File: src/rtl/adder_accumulate_ctrl.sv
// Sequencing and register stage around an external carry-select adder.
// Holds accumulator A and operand B, presents them to the adder, waits a
// fixed settle interval, then captures Sum/CO back into A and the carry flag.
module adder_accumulate_ctrl #(
  parameter int WIDTH         = 16,
  parameter int SETTLE_CYCLES = 2
) (
  input  logic             Clk,
  input  logic             Reset_n,
  input  logic [WIDTH-1:0] Sw,
  input  logic             Load_B,
  input  logic             Clear_A,
  input  logic             Run,
  output logic [WIDTH-1:0] Add_A,
  output logic [WIDTH-1:0] Add_B,
  input  logic [WIDTH-1:0] Sum,
  input  logic             CO,
  output logic [WIDTH-1:0] Acc,
  output logic             Carry,
  output logic             Busy,
  output logic             Done
);

  typedef enum logic [1:0] {
    IDLE    = 2'd0,
    SETTLE  = 2'd1,
    CAPTURE = 2'd2,
    HOLD    = 2'd3
  } state_t;

  localparam logic [3:0] SETTLE_LOAD = 4'(SETTLE_CYCLES - 1);

  state_t           state;
  state_t           state_next;
  logic [3:0]       settle_cnt;
  logic [3:0]       settle_cnt_next;
  logic             run_q;
  logic             start;
  logic [WIDTH-1:0] a_reg;
  logic [WIDTH-1:0] b_reg;
  logic             carry_reg;
  logic             done_reg;

  assign start = Run & ~run_q;

  // State, settle counter and Run edge-detect registers.
  always_ff @(posedge Clk or negedge Reset_n) begin
    if (!Reset_n) begin
      state      <= IDLE;
      settle_cnt <= 4'd0;
      run_q      <= 1'b0;
    end else begin
      state      <= state_next;
      settle_cnt <= settle_cnt_next;
      run_q      <= Run;
    end
  end

  // Next-state logic: one add per Run rising edge, then park in HOLD until Run drops.
  always_comb begin
    state_next      = state;
    settle_cnt_next = settle_cnt;
    case (state)
      IDLE: begin
        if (start) begin
          state_next      = SETTLE;
          settle_cnt_next = SETTLE_LOAD;
        end
      end
      SETTLE: begin
        if (settle_cnt == 4'd0) begin
          state_next = CAPTURE;
        end else begin
          settle_cnt_next = settle_cnt - 4'd1;
        end
      end
      CAPTURE: begin
        state_next = HOLD;
      end
      HOLD: begin
        if (!Run) begin
          state_next = IDLE;
        end
      end
      default: begin
        state_next = IDLE;
      end
    endcase
  end

  // Operand registers: loads/clears only while idle, result captured in CAPTURE.
  always_ff @(posedge Clk or negedge Reset_n) begin
    if (!Reset_n) begin
      a_reg     <= '0;
      b_reg     <= '0;
      carry_reg <= 1'b0;
    end else begin
      if (state == IDLE) begin
        if (Clear_A) begin
          a_reg     <= '0;
          carry_reg <= 1'b0;
        end
        if (Load_B) begin
          b_reg <= Sw;
        end
      end else if (state == CAPTURE) begin
        a_reg     <= Sum;
        carry_reg <= CO;
      end
    end
  end

  // Done is high for exactly the first HOLD cycle, i.e. the cycle after capture.
  always_ff @(posedge Clk or negedge Reset_n) begin
    if (!Reset_n) begin
      done_reg <= 1'b0;
    end else begin
      done_reg <= (state == CAPTURE);
    end
  end

  assign Add_A = a_reg;
  assign Add_B = b_reg;
  assign Acc   = a_reg;
  assign Carry = carry_reg;
  assign Busy  = (state == SETTLE) || (state == CAPTURE);
  assign Done  = done_reg;

endmodule

File: config.mk
export PLATFORM = sky130hd
export DESIGN_NAME = adder_accumulate_ctrl
export DESIGN_NICKNAME = d
export VERILOG_FILES = /design/src/rtl/adder_accumulate_ctrl.sv
export SDC_FILE = /design/constraint.sdc
export NUM_CORES = 1
export LEC_CHECK = 0
export CAP_MARGIN = 40
export CORE_ASPECT_RATIO = 1.2
export CORE_MARGIN = 10
export CORE_UTILIZATION = 30
export DETAILED_ROUTE_END_ITERATION = 8
export GPL_ROUTABILITY_DRIVEN = 0
export MAX_ROUTING_LAYER = met4
export PLACE_DENSITY = 0.64
export SLEW_MARGIN = 10
export SYNTH_ARGS = -nofsm -noshare
export SYNTH_HDL_FRONTEND = slang
export SYNTH_SLANG_ARGS = --single-unit
File: constraint.sdc
create_clock -name Clk -period 2.42 [get_ports Clk]
set_clock_uncertainty 0.15 [all_clocks]
set_input_delay 0.363 -clock Clk [delete_from_list [all_inputs] [get_ports Clk]]
set_output_delay 0.363 -clock Clk [all_outputs]
set_load 0.1 [all_outputs]
==> out/metrics.cfg <==
[run_status]
run_status = completed

[critical_path]
endpoint_kind = flop
cp.arrival_ns = 2.22
worstSetupPathType = reg2reg
crit_family = compound AO/OA/AOI/OAI gates
cp.required_ns = 2.43
cp.depth = 5
critPathSlowestCell = a222oi_1
reg2reg_depth = 5
crit_fanout = 5
crit_path_max_incr_delay_ns = 0.45
cp.buffers_inverters = 1
path_cells = inv_1 > ha_1 > or3b_4 > a222oi_1 > mux2_1
startpoint_type = flop

[routing]
via_per_inst = 4.49
vias = 1350
totalWireLength_mm = 4.77
wire_per_inst_um = 15.9
drc_errors = 0
drt_first_pass_iters = 4
drt-initial-drc-count = 36
drtAntennaViolNets = 0

[global_routing]
grt_max_degree = 18
overflow = 0
track_usage_pct = 9.89
grt_pass1_wl_mm = 7.53
grt_pass1_vias = 1476
antenna_found_initial = 0

[floorplanning]
coreArea_um2 = 5970
row_count = 31
die_area_um2 = 9580
die_x_um = 91.0
io_pins = 89
start_util_pct = 30.4
fp.dieH_um = 105

[sta]
tightestPinTransition_ns = 0.485
max_freq_mhz = 453
final_critical_path_setup_slack_ns = 0.214
final.min_clock_period_ns = 2.21
hold_viol = 0
rsz0062_at_grt = false
slew_viol_final = 0
setup_tns_ns = 0
setup_viol = 0
fin_crit_sh_pct = 91.1
maxSlewHeadroom_pct = 67.7

[clock_network]
cts_setup_buffers = 0
clkTransAtPathRegs_ns = 0.08
h-tree-depth = 2
cts_resized = 0
cts_tree = built
clkLatencyLatePin_ns = 0.28
hold_buffers = 1
root_buffer = clkbuf_8
cts.sinks = 41
cts_buffers = 5
cts_buffer_depth = 2

[hold_path]
holdCritPathClass = in2async

[synthesis]
syn_inst = 139
yosys.area.top_type_share_pct = 56.5
yosysWarnings = 0
syn-num-nets = 182
yosysTopAreaCell = dfrtp_1
synth.distinct_cells = 30
synth_area_leaders = dfrtp_1 (56%), mux2_2 (9.9%), a22o_1 (8.2%)
synth_seq_cells = 41
syn_area_um2 = 1820
ys_seq_area_share_pct = 56.5
avgSynthCellArea_um2 = 13.1

[placed_design]
io_buffers = 88
hpwl_mm = 3.74
dp_worst_setup_slack_ns = 0.229

[cells_and_area]
layout-drive-gt1-share_pct = 37.4
fin_nets = 262
diodes = 0
syn2layout_area_growth_pct = 46.6
fillers = 590

[flow_run]
max-cap-violations = 0

[synthesized netlist by cell type]
cell type	instances
buf_4	16
buf_2	3
a211oi_1	1
a21boi_0	1
nand2b_2	1
nand2_1	2
nor3_1	2
or2b_1	2
o21ai_0	1
nor3b_1	1
mux2_2	16
o221ai_1	1
dfrtp_1	41
nand4b_1	2
a21oi_1	2
o211ai_1	1
mux2_1	1
nor2b_1	2
nor2_1	2
inv_1	6
a222oi_1	1
o22ai_1	2
a2111oi_0	1
ha_1	5
or3b_4	1
a211o_1	2
clkbuf_1	3
a22o_1	17
nand2b_1	1
mux2i_1	2
[cells in the final DEF, fill, tap and decap left out, types with 5 or more instances in the layout]
cell type | netlist | routed
inv_1 | 6 | 6
a22o_1 | 17 | 17
clkbuf_8 | 0 | 6
ha_1 | 5 | 5
mux2_2 | 16 | 16
buf_4 | 16 | 57
dfrtp_1 | 41 | 41
clkdlybuf4s50_1 | 0 | 36
[worst reg2reg max path: stages, from the launching register on]
cell      delay (ns)
dfrtp_1         0.38
inv_1           0.09
ha_1            0.22
or3b_4          0.41
a222oi_1        0.45
mux2_1          0.38
[through the flow]
step,std cells,cell area [um2],util (%),hold slack [ns]
after floorplan,139,1820,-,-0.0826
after global placement,293,2570,43.0,0.105
after detailed placement,293,2570,43.0,0.0975
after CTS,301,2660,44.6,0.320
after global routing,301,2660,44.6,0.329
final,301,2660,44.6,0.326
[kinds of logic after synthesis]
group | synth area share [%]
AO/OA/AOI/OAI | 13.4
AND/OR/NAND/NOR | 5.72
multiplexers | 11.6
adder cells (fa/ha/maj) | 3.44
flip-flops | 56.5
buffers and inverters | 9.30
[worst paths after layout]
path | slack, ns | end | start
setup / recovery | 0.21 | state[1] | settle_cnt[0]
hold / removal | 0.33 | Add_B[7] | Reset_n
setup reg to reg | 0.21 | state[1] | settle_cnt[0]
hold reg to reg | 0.36 | Carry | Carry
max in group asynchronous | 1.29 | settle_cnt[0] | Reset_n
min in group Clk | 0.36 | Carry | Carry
[flip-flops by register name, indices dropped and copies added (netlist names)]
register	count
Acc	16
Add_B	16
settle_cnt	4
state	2
Carry	1
Done	1
run_q	1
[routing by layer]
layer	share of wire (%)	track usage [%]	vias to the layer above
li1	-	-	638
met1	46	11.9	654
met2	47	15.1	56
met3	6.3	3.83	2
met4	0.34	2.69	0
met5	0	-	-
[cell type report]
class	instances	area [um2]	share of cell area, %
multi-input combinational	70	622	23.4
timing repair buffer	95	803	30.2
tap	82	103	3.85
sequential	41	1030	38.5
inverter	6	22.5	0.846
clock buffer	7	86.3	3.24
Power is not shown: default switching activity piles up to over one toggle a cycle in this logic, so the estimate is an artifact.
